===== src/rtl/rs_dec_sched.sv =====
// rs_dec_sched: frame-level scheduler for the RS decoder datapath.
// It accepts one codeword at a time on the symbol bus, strobes the syndrome
// unit with a lane mask, and then runs BM and Chien/Forney through
// start/done handshakes. Waits for a done pulse are bounded by a timeout.
// Optional build macro RS_ZERO_SYND_SKIP_EN: when all syndromes are zero,
// BM and Chien are skipped and the frame completes right after SYND.
module rs_dec_sched #(
   parameter int N_LEN             = 255,
   parameter int BUS_WIDTH_IN_SYMB = 4,
   parameter int BEATS             = (N_LEN + BUS_WIDTH_IN_SYMB - 1) / BUS_WIDTH_IN_SYMB,
   parameter int TMO_CYCLES        = 1024
) (
   input  logic                         clk,
   input  logic                         rst,
   input  logic                         s_valid,
   input  logic                         s_last,
   output logic                         s_ready,
   output logic                         synd_en,
   output logic                         synd_first,
   output logic [BUS_WIDTH_IN_SYMB-1:0] synd_mask,
   input  logic                         synd_zero,
   output logic                         bm_start,
   input  logic                         bm_done,
   output logic                         chien_start,
   input  logic                         chien_done,
   output logic                         frame_done,
   output logic                         frame_err,
   output logic                         busy
);

   localparam int CW  = (BEATS > 1) ? $clog2(BEATS) : 1;
   localparam int TW  = (TMO_CYCLES > 1) ? $clog2(TMO_CYCLES) : 1;
   localparam int REM = N_LEN % BUS_WIDTH_IN_SYMB;

   localparam logic [CW-1:0] LAST_BEAT = CW'(BEATS - 1);
   localparam logic [TW-1:0] TMO_LAST  = TW'(TMO_CYCLES - 1);
   localparam logic [BUS_WIDTH_IN_SYMB-1:0] FULL_MASK = '1;
   // Only the low REM lanes of the final beat carry codeword symbols.
   localparam logic [BUS_WIDTH_IN_SYMB-1:0] LAST_MASK =
      (REM == 0) ? FULL_MASK : BUS_WIDTH_IN_SYMB'((1 << REM) - 1);

   typedef enum logic [2:0] {
      IDLE, RECV, SYND, BM_START, BM_WAIT, CH_START, CH_WAIT, DONE
   } state_t;

   state_t        state;
   logic [CW-1:0] beat_cnt;
   logic [TW-1:0] tmo_cnt;

   // Input acceptance and syndrome-unit strobes, same cycle as the beat.
   always_comb begin
      s_ready    = (state == IDLE) || (state == RECV);
      synd_en    = s_valid && s_ready;
      synd_first = synd_en && (beat_cnt == '0);
      synd_mask  = (beat_cnt == LAST_BEAT) ? LAST_MASK : FULL_MASK;
      busy       = (state != IDLE);
   end

`ifndef RS_ZERO_SYND_SKIP_EN
   // Without the skip feature the syndrome-zero flag has no consumer.
   logic unused_synd_zero;
   assign unused_synd_zero = synd_zero;
`endif

   // Frame sequencer with registered one-cycle pulse outputs.
   always_ff @(posedge clk) begin
      if (rst) begin
         state       <= IDLE;
         beat_cnt    <= '0;
         tmo_cnt     <= '0;
         bm_start    <= 1'b0;
         chien_start <= 1'b0;
         frame_done  <= 1'b0;
         frame_err   <= 1'b0;
      end else begin
         bm_start    <= 1'b0;
         chien_start <= 1'b0;
         frame_done  <= 1'b0;
         frame_err   <= 1'b0;
         case (state)
            IDLE, RECV: begin
               // s_ready is high here, so a valid beat is always accepted.
               if (s_valid) begin
                  if (beat_cnt == LAST_BEAT) begin
                     beat_cnt <= '0;
                     if (s_last) begin
                        state <= SYND;
                     end else begin
                        frame_err <= 1'b1;
                        state     <= IDLE;
                     end
                  end else if (s_last) begin
                     beat_cnt  <= '0;
                     frame_err <= 1'b1;
                     state     <= IDLE;
                  end else begin
                     beat_cnt <= beat_cnt + 1'b1;
                     state    <= RECV;
                  end
               end
            end
            SYND: begin
`ifdef RS_ZERO_SYND_SKIP_EN
               if (synd_zero) begin
                  frame_done <= 1'b1;
                  state      <= DONE;
               end else begin
                  bm_start <= 1'b1;
                  state    <= BM_START;
               end
`else
               bm_start <= 1'b1;
               state    <= BM_START;
`endif
            end
            BM_START: begin
               tmo_cnt <= '0;
               state   <= BM_WAIT;
            end
            BM_WAIT: begin
               // A done pulse on the timeout cycle still wins.
               if (bm_done) begin
                  chien_start <= 1'b1;
                  state       <= CH_START;
               end else if (tmo_cnt == TMO_LAST) begin
                  frame_err <= 1'b1;
                  state     <= IDLE;
               end else begin
                  tmo_cnt <= tmo_cnt + 1'b1;
               end
            end
            CH_START: begin
               tmo_cnt <= '0;
               state   <= CH_WAIT;
            end
            CH_WAIT: begin
               if (chien_done) begin
                  frame_done <= 1'b1;
                  state      <= DONE;
               end else if (tmo_cnt == TMO_LAST) begin
                  frame_err <= 1'b1;
                  state     <= IDLE;
               end else begin
                  tmo_cnt <= tmo_cnt + 1'b1;
               end
            end
            DONE:    state <= IDLE;
            default: state <= IDLE;
         endcase
      end
   end

endmodule


===== config.mk =====
export PLATFORM = sky130hd
export DESIGN_NAME = rs_dec_sched
export DESIGN_NICKNAME = d
export VERILOG_FILES = /design/src/rtl/rs_dec_sched.sv
export SDC_FILE = /design/constraint.sdc
export NUM_CORES = 1
export LEC_CHECK = 0
export ABC_CLOCK_PERIOD_IN_PS = 2200
export CAP_MARGIN = 20
export CORE_MARGIN = 8
export CORE_UTILIZATION = 55
export CTS_CLUSTER_SIZE = 20
export DETAILED_ROUTE_END_ITERATION = 12
export DONT_BUFFER_PORTS = 1
export PLACE_DENSITY_LB_ADDON = 0.08
export SETUP_SLACK_MARGIN = 0.3
export SYNTH_ARGS = -nofsm -noshare
export SYNTH_HDL_FRONTEND = slang
export SYNTH_SLANG_ARGS = --single-unit

===== constraint.sdc =====
create_clock -name clk -period 2.2 [get_ports clk]
set_input_delay 0.44 -clock clk [delete_from_list [all_inputs] [get_ports clk]]
set_output_delay 0.44 -clock clk [all_outputs]
set_load 0.01 [all_outputs]

# Word-level counts from Yosys, hierarchy flattened

Cells that the tools add are included.

Memories kept: 0
ROM bits: 0
Bits in latches: 0
Logic and storage cells: 62
Register bits: 23
Output and inout port bits: 12
Bits in writable memories: 0

Shifts and indexed selects: 0
Multiplexer cells: 26
Add/sub/neg operators: 2
Reductions and logical operators: 13
Div/mod/pow operators: 0
Equal/unequal tests: 12
$mul: 0
$lt $le $gt $ge: 0
Bitwise logic cells: 2

Operators with widths:

| cell                  | count |
|---|---|
| $mux 10               | 3 |
| $pmux 10 s3           | 1 |
| $pmux 3 s7            | 1 |
| $mux 3                | 5 |
| $eq 3x3->1 const B    | 4 |
| $mux 6                | 2 |
| $mux 1                | 11 |
| $add 10x1->10 const B | 1 |
| $eq 10x10->1 const B  | 1 |
| $reduce_or 2->1       | 4 |
| $add 6x1->6 const B   | 1 |
| $eq 3x2->1 const B    | 2 |
| $eq 6x6->1 const B    | 1 |
| $logic_not 6->1       | 1 |
| $ne 2x2->1 const B    | 3 |
| $reduce_bool 3->1     | 2 |
| $mux 4                | 1 |
| $eq 3x1->1 const B    | 1 |
| $logic_not 3->1       | 1 |
| $pmux 1 s3            | 1 |
| $reduce_and 3->1      | 1 |
| $logic_and 1x1->1     | 2 |
| $mux 2                | 1 |
| $not 1->1             | 2 |
| other kinds (2)       | 2 |

# Longest topological paths before layout

Word-level depth: 4
Depth in mapped cells: 9
Depth with buffers taken out: 9

# Worst setup path before layout

Ideal clock, no wire load.

Path type: register to register
From: register beat_cnt[0]
To: register state[0]
Period minus slack after synthesis: 1.780 ns
Arrival time: 1.652 ns
Path slack: 0.420 ns
Cell stages (with the launch flop): 10
Buffers on the path: 0
Cell sequence: dfxtp_1 -> ha_1 -> and3_1 -> and3_1 -> inv_1 -> ha_1 -> mux2_2 -> mux2i_1 -> o32a_1 -> nor2_1

Cells in the longest elaborated chain, start to end: 4

Ends and longest elaborated chain:

| what                   | RTL line | text |
|---|---|---|
| from (decl)            | 47       | `logic [CW-1:0] beat_cnt;` |
| from (signal assigned) | 97       | `beat_cnt <= beat_cnt + 1'b1;` |
| $eq 6x6->1             | 84       | `if (beat_cnt == LAST_BEAT) begin` |
| $mux 3                 | 84       |  |
| $mux 3                 | 83       | `if (s_valid) begin` |
| $pmux 3 s7             | 80       | `case (state)` |
| to (signal assigned)   | 87       | `state <= SYND;` |
| to (signal assigned)   | 90       | `state <= IDLE;` |
| to (signal assigned)   | 95       | `state <= IDLE;` |
| to (decl)              | 46       | `state_t state;` |

No other way between the ends. The select of a mux whose other input is x is not followed.
A chain may end at the register's enable or synchronous reset.

# Worst setup path after layout

From: register state[2]
To: output synd_first

Cells in the longest elaborated chain, start to end: 4
Elaborated cells between the ends (all ways): 5
Those cells by class: 1 x eq/ne; 4 x reduce/logical

Ends and longest elaborated chain:

| what                                                 | RTL line | text |
|---|---|---|
| from (signal assigned)                               | 68       | `state <= IDLE;` |
| from (signal assigned)                               | 87       |  |
| from (signal assigned)                               | 90       |  |
| $eq 3x1->1 / $logic_not 3->1 (equally long branches) | 52       | `s_ready = (state == IDLE) \|\| (state == RECV);` |
| $logic_or 1x1->1 (*)                                 | 52       |  |
| $logic_and 1x1->1 (*)                                | 53       | `synd_en = s_valid && s_ready;` |
| $logic_and 1x1->1 (*)                                | 54       | `synd_first = synd_en && (beat_cnt == '0);` |
| to (decl)                                            | 19       | `output logic synd_first,` |

Every way passes the cells marked *; elsewhere a longest branch is shown, timed or not.

==> summary.txt <==
Floorplan
  – Height of the chip: 63.7 um
  – # IOs: 19
  – Die Width: 63.7 um
  – Die ar.: 4060 um^2
  – Initial Utilization: a little under three fifths
  – Core Box Area: 2190 um^2
  – Row cnt: 17

Placed design
  – Hpwl dp: 1.83 mm
  – RD Place Congestion: about 0.77
  – DP Cell Count: 167
  – Port Buf Inserts: 0

Detailed routing
  – Met3 WL: 135 um
  – Initial DRT Pass Iterations: 4
  – Top Metal Used: met4
  – DR WL/cell: approximately 15 um
  – M1 WL: 1.19 mm
  – Met2 routed WL: 1.19 mm
  – Final WL: 2.54 mm
  – Iter 0 DRT Violations: 59
  – Post-route DRC: 0
  – Final antenna-violating net count: 0
  – Vias per Instance: 6.10
  – Via Count: 1062

CTS
  – Max Root-Sink Buffers: 2
  – CTS H-tree lvls: 1
  – Clk pin slew, worst setup/hold paths: roughly 0.14 ns
  – CTS sink count: 23
  – Clock Tree Root: clkbuf_4
  – CTS Buf Count: 3
  – CTS tree: built
  – Clk Latency, worst-skew pair: 0.31 ns

Critical path
  – CP required: 1.76 ns
  – CP bufs+invs: 0
  – Crit end category: primary output
  – CP max stage cell: or3b_4
  – CP Max Fanout: 4
  – Worst Setup Start Kind: register
  – Cells along the critical path: or3b_4, nor2_4, and4b_1
  – Family with the most delay on the worst path: simple AND/OR/NAND/NOR gates
  – CP Depth: 3
  – Critical Setup Path Class: reg2out
  – Worst stage delay on the critical path: 0.43 ns
  – Worst Reg-to-Reg Cells: 9
  – CP arrival: 1.46 ns

Pwr
  – Total power: 0.667 mW
  – Leak: slightly below 0.5 nW
  – Worst IR drop on VDD: 0.350 mV
  – Cell area power density: between 400 and 500 nW/um^2

Run
  – Max Cap Viol: 0

Global routing
  – Tot GR Track Use: between 10% and 20%
  – Initial antenna violation count: 0
  – Largest net degree at the start of global routing: 15
  – Vias in the first global route: about 1000
  – Grt ovf: 0
  – First-pass GRT wire length: between 4 and 5 mm

Min path
  – Hold path cells: 1
  – Hold crit path type: in2reg

Timing
  – Final Critical Period: ~1.9 ns
  – F_max: 526 MHz
  – Final setup viols: 0
  – Final-report hold violation count: 0
  – Crit share post-route: 86.4%
  – RSZ-0062 raised after global routing: yes
  – Setup TNS: 0 ns
  – Final clock skew: 0.00818 ns
  – Max-slew violations: 0

Finish
  – Antenna cells: 0
  – Layout cells sized above 1: 16.4%
  – Area grow syn2layout: 6.49%
  – Layout Nets: between 150 and 200
  – Fill cells: 208
  – Fin cells: 174

Synthesis
  – EDFF count, synth: 0
  – Syn Std Cell Area: about 1300 um^2
  – Post-synth ARST share: 0%
  – Synth Register Bits: 23
  – Avg Cell Area, Syn: 8.65 um^2
  – Top FF cell, synth: dfxtp_1
  – Area share of the largest cell type after synthesis: a little under two fifths
  – Seq/Total Area, Yosys: 36.7%
  – Synth area leader: dfxtp_1
  – Cells after synthesis: roughly 150
  – Dominant cells by area after synthesis: dfxtp_1, ha_1, a21oi_1
  – Post-synthesis cell type count: 47
  – Total number of yosys warnings: 0

Outcome
  – Status: finished, final reports clean
## layer usage
metal  global-route usage [%]  vias up
met1                     16.3      507
met2                     20.4       22
met4                     5.85        0
met5                        0        -
li1                         -      529
met3                     3.48        4
## layout make-up
type / instances / area, um^2 / area share [%]
clock buffer: 3 / 22.5 / 1.69
clock inverter: 1 / 5.00 / 0.375
inverter: 8 / 30.0 / 2.25
multi-input combinational: 106 / 737 / 55.2
sequential: 23 / 468 / 35.1
tap: 28 / 35.0 / 2.62
timing repair buffer: 5 / 37.5 / 2.81
## logic make-up (layout without fill, tap and decap cells)
kind of cell / count (synthesis) / in the layout / synth area share (%)
DFF: 23 / 23 / 36.7
and+or+nand+nor: 54 / 54 / 24.6
other: 1 / 3 / 0.299
AOI/OAI and AO/OA: 36 / 36 / 20.2
muxes: 3 / 3 / 2.50
xor gates and xnor gates: 5 / 5 / 3.49
adders and majority gates: 5 / 5 / 4.99
buffers and inverters: 18 / 17 / 7.29
## report_power, final
part           internal [mW]  total [mW]  leakage [nW]  switching, mW
clock network         0.0679       0.200        0.0177          0.133
registers              0.420       0.425         0.188        0.00560
logic                 0.0163      0.0412         0.289         0.0249
total                  0.504       0.667         0.495          0.163
## path summary, 6_finish.rpt
kind,start,endpoint,slack [ns]
min,rst,state[2]$_SDFFE_PP0P_,0.17
min reg2reg,tmo_cnt[7]$_SDFFE_PP0P_,tmo_cnt[7]$_SDFFE_PP0P_,0.49
max reg2reg,beat_cnt[0]$_SDFFE_PP0P_,state[0]$_SDFFE_PP0P_,0.40
max,state[2]$_SDFFE_PP0P_,synd_first,0.30
## synthesized netlist by cell type, drive strengths merged (2+ instances only)
library cell / n
dfxtp: 23
nand2: 12
nor2: 12
a21oi: 11
buf: 8
inv: 7
and3: 5
ha: 5
o31ai: 5
xor2: 5
or4: 4
and4: 3
nand4: 3
nor2b: 3
o21ai: 3
a211oi: 2
a22oi: 2
a31oi: 2
and4b: 2
clkbuf: 2
mux2i: 2
nand3: 2
or3: 2
## worst register-to-register path, cell delays in order (launching register included)
cell	delay, ns
dfxtp_2	0.37
ha_2	0.18
and3_4	0.20
and3_4	0.19
inv_2	0.05
ha_1	0.17
mux2_2	0.26
mux2i_1	0.12
o32a_1	0.15
nor2_1	0.04
## layout by cell type (no fill, tap or decap), types with 2 or more instances in the layout
| cell type | instances |
|---|---|
| nand2_1 | 11 |
| dfxtp_1 | 19 |
| nor2b_1 | 2 |
| a31oi_1 | 2 |
| a211oi_1 | 2 |
| and4_1 | 2 |
| and3_1 | 3 |
| dfxtp_2 | 3 |
| nand3_1 | 2 |
| clkbuf_4 | 3 |
| conb_1 | 3 |
| and3_4 | 2 |
| ha_1 | 4 |
| a21oi_1 | 11 |
| buf_4 | 5 |
| o21ai_0 | 3 |
| inv_1 | 6 |
| or3_1 | 2 |
| mux2i_1 | 2 |
| nor2_1 | 11 |
| and4b_1 | 2 |
| o31ai_1 | 5 |
| nand4_1 | 3 |
| a22oi_1 | 2 |
| xor2_1 | 5 |
| or4_1 | 4 |
## per-stage QoR
step	hold slack [ns]	cell area, um^2	utilization (%)	setup WS, ns
floorplan	0.448	1260	-	0.420
global placement	0.459	1250	57.1	0.327
detailed placement	0.468	1250	57.1	0.283
CTS	0.167	1300	59.4	0.263
global route	0.157	1340	60.9	0.240
finish	0.168	1340	60.9	0.298
## registers in the layout, summed over array words and instances (netlist names)
name	flops
beat_cnt	6
bm_start	1
chien_start	1
frame_done	1
frame_err	1
state	3
tmo_cnt	10
## what timing repair did
action,in CTS,in global routing
setup buffers,1,2
hold buffers,0,0
setup endpoints to repair,5,5
gates cloned,0,0
pin swaps,1,2
resized for setup,7,8
No activity file was read; power rests on OpenSTA's default activity.
